--- src/rtl/vram_arbiter.sv ---
// Display/host arbiter for a single-port RGB332 VRAM. Display reads have strict priority.
// Optional macro VRAM_HOST_BLANK_ONLY_EN lets the host issue only while i_in_active_area is low.
module vram_arbiter #(
   parameter int ADDR_W        = 13,
   parameter int DATA_W        = 8,
   parameter int MAX_HOST_WAIT = 255
) (
   input  logic              i_pix_clk,
   input  logic              i_reset_n,
   input  logic              i_in_active_area,
   input  logic              i_disp_req,
   input  logic [ADDR_W-1:0] i_disp_addr,
   output logic              o_disp_valid,
   output logic [DATA_W-1:0] o_disp_data,
   input  logic              i_host_req,
   input  logic              i_host_we,
   input  logic [ADDR_W-1:0] i_host_addr,
   input  logic [DATA_W-1:0] i_host_wdata,
   output logic              o_host_ack,
   output logic [DATA_W-1:0] o_host_rdata,
   output logic              o_host_starved,
   output logic              o_mem_en,
   output logic              o_mem_we,
   output logic [ADDR_W-1:0] o_mem_addr,
   output logic [DATA_W-1:0] o_mem_wdata,
   input  logic [DATA_W-1:0] i_mem_rdata
);

   localparam int CNT_W = 17;
   localparam logic [CNT_W-1:0] WAIT_MAX = CNT_W'(MAX_HOST_WAIT);
   localparam logic [CNT_W-1:0] WAIT_SAT = CNT_W'(MAX_HOST_WAIT + 1);

   typedef enum logic [1:0] {H_IDLE, H_BUSY, H_ACK} host_state_e;

   host_state_e state_q, state_d;

   logic              host_ok;
   logic              host_issue;
   logic              host_done;
   logic              host_ack;

   logic              mem_en_q, mem_en_d;
   logic              mem_we_q, mem_we_d;
   logic [ADDR_W-1:0] mem_addr_q, mem_addr_d;
   logic [DATA_W-1:0] mem_wdata_q, mem_wdata_d;

   // Tags travel with each access so returning RAM data is steered to the right requester.
   logic              t1_disp_q, t1_disp_d;
   logic              t1_hrd_q, t1_hrd_d;
   logic              t1_hwr_q, t1_hwr_d;
   logic              t2_disp_q;
   logic              t2_hrd_q;

   logic              disp_valid_q;
   logic [DATA_W-1:0] disp_data_q;
   logic [DATA_W-1:0] host_rdata_q;
   logic [CNT_W-1:0]  wait_q, wait_d;
   logic              starved_q, starved_d;

`ifdef VRAM_HOST_BLANK_ONLY_EN
   assign host_ok = ~i_in_active_area;
`else
   logic unused_active_area;
   assign unused_active_area = i_in_active_area;
   assign host_ok = 1'b1;
`endif

   assign host_issue = ~i_disp_req & i_host_req & (state_q == H_IDLE) & host_ok;
   assign host_done  = t1_hwr_q | t2_hrd_q;

   always_ff @(posedge i_pix_clk or negedge i_reset_n) begin
      if (!i_reset_n) state_q <= H_IDLE;
      else            state_q <= state_d;
   end

   always_comb begin
      state_d = state_q;
      case (state_q)
         H_IDLE:  if (host_issue) state_d = H_BUSY;
         H_BUSY:  if (host_done)  state_d = H_ACK;
         H_ACK:   state_d = H_IDLE;
         default: state_d = H_IDLE;
      endcase
   end

   always_comb begin
      host_ack = (state_q == H_ACK);
   end

   always_comb begin
      mem_en_d    = 1'b0;
      mem_we_d    = 1'b0;
      mem_addr_d  = mem_addr_q;
      mem_wdata_d = mem_wdata_q;
      t1_disp_d   = 1'b0;
      t1_hrd_d    = 1'b0;
      t1_hwr_d    = 1'b0;
      if (i_disp_req) begin
         mem_en_d   = 1'b1;
         mem_addr_d = i_disp_addr;
         t1_disp_d  = 1'b1;
      end else if (host_issue) begin
         mem_en_d    = 1'b1;
         mem_we_d    = i_host_we;
         mem_addr_d  = i_host_addr;
         mem_wdata_d = i_host_wdata;
         t1_hrd_d    = ~i_host_we;
         t1_hwr_d    = i_host_we;
      end
   end

   // Starvation only counts cycles where the host could have been served but lost out.
   always_comb begin
      wait_d = wait_q;
      if (host_issue)
         wait_d = '0;
      else if (i_host_req && (state_q == H_IDLE) && (wait_q < WAIT_SAT))
         wait_d = wait_q + CNT_W'(1);
      starved_d = starved_q | (wait_d > WAIT_MAX);
   end

   always_ff @(posedge i_pix_clk or negedge i_reset_n) begin
      if (!i_reset_n) begin
         mem_en_q     <= 1'b0;
         mem_we_q     <= 1'b0;
         mem_addr_q   <= '0;
         mem_wdata_q  <= '0;
         t1_disp_q    <= 1'b0;
         t1_hrd_q     <= 1'b0;
         t1_hwr_q     <= 1'b0;
         t2_disp_q    <= 1'b0;
         t2_hrd_q     <= 1'b0;
         disp_valid_q <= 1'b0;
         disp_data_q  <= '0;
         host_rdata_q <= '0;
         wait_q       <= '0;
         starved_q    <= 1'b0;
      end else begin
         mem_en_q     <= mem_en_d;
         mem_we_q     <= mem_we_d;
         mem_addr_q   <= mem_addr_d;
         mem_wdata_q  <= mem_wdata_d;
         t1_disp_q    <= t1_disp_d;
         t1_hrd_q     <= t1_hrd_d;
         t1_hwr_q     <= t1_hwr_d;
         t2_disp_q    <= t1_disp_q;
         t2_hrd_q     <= t1_hrd_q;
         disp_valid_q <= t2_disp_q;
         if (t2_disp_q) disp_data_q  <= i_mem_rdata;
         if (t2_hrd_q)  host_rdata_q <= i_mem_rdata;
         wait_q       <= wait_d;
         starved_q    <= starved_d;
      end
   end

   assign o_mem_en       = mem_en_q;
   assign o_mem_we       = mem_we_q;
   assign o_mem_addr     = mem_addr_q;
   assign o_mem_wdata    = mem_wdata_q;
   assign o_disp_valid   = disp_valid_q;
   assign o_disp_data    = disp_data_q;
   assign o_host_ack     = host_ack;
   assign o_host_rdata   = host_rdata_q;
   assign o_host_starved = starved_q;

endmodule

--- config.mk ---
export PLATFORM = sky130hd
export DESIGN_NAME = vram_arbiter
export DESIGN_NICKNAME = d
export VERILOG_FILES = /design/src/rtl/vram_arbiter.sv
export SDC_FILE = /design/constraint.sdc
export NUM_CORES = 1
export LEC_CHECK = 0
export BUFFER_PORTS_ARGS = -buffer_cell sky130_fd_sc_hd__buf_4
export CAP_MARGIN = 25
export CORE_MARGIN = 2
export CORE_UTILIZATION = 50
export DETAILED_ROUTE_END_ITERATION = 16
export GPL_TIMING_DRIVEN = 0
export HOLD_SLACK_MARGIN = 0.12
export PLACE_DENSITY_LB_ADDON = 0.05
export SLEW_MARGIN = 30
export SYNTH_ARGS = -nofsm -noshare
export SYNTH_HDL_FRONTEND = slang
export SYNTH_SLANG_ARGS = --single-unit
--- constraint.sdc ---
create_clock -name i_pix_clk -period 3.4 [get_ports i_pix_clk]
set_clock_uncertainty 0.15 [all_clocks]
set_input_delay 0.68 -clock i_pix_clk [delete_from_list [all_inputs] [get_ports i_pix_clk]]
set_output_delay 0.68 -clock i_pix_clk [all_outputs]
set_load 0.1 [all_outputs]
==> impl_metrics.yaml <==
run_status:
  status: "finished, final reports clean"
pwr:
  clkPwrFrac_pct: 19.0
  seq_power_share_pct: 31.6
  ir_drop_mv: 0.515
  p_per_area_nw_per_um2: 914
  p_leak_nw: 1.71
  power.internal_mw: 1.61
  netSwitchingFraction_pct: 49.6
  switchingPower_mw: 1.58
  p_comb_share_pct: 49.4
cells_and_area:
  areaGrowthSynthToFinish_pct: 36.2
  finish.net_count: 363
  layout-drive-gt1-share_pct: 39.8
  instances_no_fill: 389
  diodes: 0
  fin_util_pct: 69.3
worst_hold_path:
  whs_path_depth: 0
  worst_hold_path_type: "flop to flop"
  holdCritStartpoint: "t1_disp_q"
routing:
  drt-vias-per-instance: 4.94
  postRouteAntennaNets: 0
  drc: 0
  vias: 1923
  wl_per_cell_um: 13.2
  drt_iter0_markers: 69
  drtPass1Iterations: 4
  postRouteWirelength_mm: 5.12
setup_path:
  critPathLaunchType: "input pin"
  worstSetupPathType: "input pin to flop"
  path_cells: "buf_4 -> nor3b_1 -> buf_4 -> nor2b_1 -> buf_2 -> o41ai_1 -> or3_1"
  cp_max_fo: 10
  slowest_delay_ns: 0.51
  crit_path_start: "i_host_req"
  ff2ff_setup_slack_ns: 1.46
  cp-end-kind: "flop"
  critPathMostFrequentCell: "buf_4"
  critPathRequiredTime_ns: 3.52
  reg2reg_depth: 5
  critical_path_arrival_ns: 2.10
  cp_slowest_cell: "o41ai_1"
  rr_startpoint: "wait_q[0]"
yosys:
  synth_seq_area_share_pct: 62.4
  synth_edf_count: 0
  yosys_warnings: 0
  syn-cell-area_um2: 2570
  synth_cell_types: 33
  synth-async-reset-ratio_pct: 100
  synth_top_area_share_pct: 62.4
  synth_largest_area_cell: "dfrtp_1"
  syn_nets: 264
  synth_flop_cell: "dfrtp_1"
  synth_area_leaders: "dfrtp_1 62%, mux2_2 7.0%, nand2_1 5.9%, mux2i_1 5.5%, o21ai_0 3.1%"
  syn_avg_cell_area_um2: 11.9
  ys_ff_latch: 64
  syn_inst: 215
sta:
  hold_viol_final: 0
  fmax_ghz: 0.504
  rsz0062_at_grt: "false"
  period_minus_slack_ns: 1.98
  maxSlewViolCount: 0
  setup_violations: 0
  fin_crit_sh_pct: 58.3
  fin_hold_ws_ns: 0.194
  tns_ns: 0
  tightest_slew_ns: 0.774
  slew_headroom_pct: 48.4
grt:
  use_met2_pct: 27.7
  antenna_found_initial: 0
  use_met1_pct: 26.0
  top_usage_layer: "met2"
  gr-usage-met3_pct: 5.42
  overflow: 0
  grt_pass1_wl_mm: 8.00
  grt_max_degree: 65
  first_global_vias: 1757
  grt_use_total_pct: 19.0
floorplanning:
  coreArea_um2: 5040
  die_w_um: 75.6
  initial_core_util_pct: 50.9
  die-area_um2: 5720
  die_h_um: 75.6
  rows: 26
  pin_count: 90
cts:
  ctsRootBufferMaster: "clkbuf_8"
  cts_hold_buffers: 0
  post_cts_resized: 0
  htreeDepth: 3
  clk_latency_ns: 0.32
  cts_max_path_buffers: 2
  cts_sinks: 64
  cts_tree: "yes"
  clk_pin_slew_ns: 0.07
  cts-buffers-inserted: 9
  cts_setup_buffers: 0
placed_design:
  gp_congestion: 0.734
  place_hpwl_mm: 3.68
  dp_cells: 373
  port_buffers: 88
run:
  drv_cap: 0
worst paths after layout:
kind | to
worst min-delay path | t2_disp_q
worst max-delay path | o_host_starved
worst max register to register | o_host_starved
worst min register to register | t2_disp_q
max in group asynchronous | o_mem_addr[8]
min in group asynchronous | o_mem_wdata[3]
cells by family (layout without fill, tap and decap cells):
group / count (synthesis) / in the layout / synth area share [%]
flip-flops: 64 / 64 / 62.4
adder cells (fa/ha/maj): 1 / 1 / 0.487
multiplexers: 30 / 30 / 12.5
AO/OA/AOI/OAI: 27 / 27 / 5.85
buffers and inverters: 14 / 118 / 2.34
XOR/XNOR: 1 / 1 / 0.341
AND/OR/NAND/NOR: 78 / 78 / 16.1
synth_stat cells, drive strengths merged, types with 2 or more instances:
library cell,instances
nor2,7
and2,9
mux2i,14
o31ai,3
nand4,3
inv,3
buf,4
nor2b,2
clkbuf,7
nor3b,2
nand2,40
nand3,2
o21ai,16
or3,4
dfrtp,64
a21oi,5
mux2,16
or4,3
cells in the final DEF, fill, tap and decap left out, types with 3 or more instances in the layout:
cell and n:
a21oi_1 5, mux2_2 16, o21ai_0 16, inv_1 3, or4_1 3, clkbuf_8 9
mux2i_1 14, buf_4 89, and2_1 8, o31ai_1 3, dfrtp_1 64, nand2_1 40
clkinv_2 3, clkbuf_1 10, nor2_1 7, buf_2 3
critical path, delay by kind of cell:
kind	cells	cell delay [ns]
AOI/OAI and AO/OA	1	0.51
buffers and inverters	3	0.47
and+or+nand+nor	3	0.44
flip-flops by register name (all words and copies together) (netlist names), 2 cells and up:
| name | cells |
|---|---|
| wait_q | 17 |
| o_mem_addr | 13 |
| o_disp_data | 8 |
| o_host_rdata | 8 |
| o_mem_wdata | 8 |
| state_q | 2 |
through the flow:
stage | setup WS, ns | total power [mW] | instance area, um^2
floorplan | 0.841 | 2.25 | 2570
global placement | 1.08 | 2.59 | 3310
detailed placement | 1.09 | 2.61 | 3310
CTS | 1.40 | 3.22 | 3490
global route | 1.32 | 3.33 | 3490
finish | 1.42 | 3.19 | 3490
metal layers:
layer,vias to the layer above,part of all wire (%)
li1,935,-
met1,912,46
met2,66,46
met3,10,6.0
met4,0,1.8
met5,-,0
power groups by stage:
| stage | Sequential (mW) | Combinational (mW) | Clock, mW |
|---|---|---|---|
| 6_report | 1.01 | 1.58 | 0.606 |
| 5_1_grt | 1.03 | 1.65 | 0.651 |
| 4_1_cts | 1.01 | 1.59 | 0.620 |
| 3_5_place_dp | 1.02 | 1.59 | 0 |
| 3_3_place_gp | 1.02 | 1.57 | 0 |
| 2_1_floorplan | 1.98 | 0.271 | 0 |
layout make-up:
cell class	count	area, um^2
inverters	3	11.3
well taps	70	87.6
flip-flops and latches	64	1600
fillers	412	1550
repair buffers	88	661
clock inverters	4	45.0
clock buffers	12	135
multi-input cells	137	905
plain buffers	11	48.8
(Power assumes the default switching activity.)
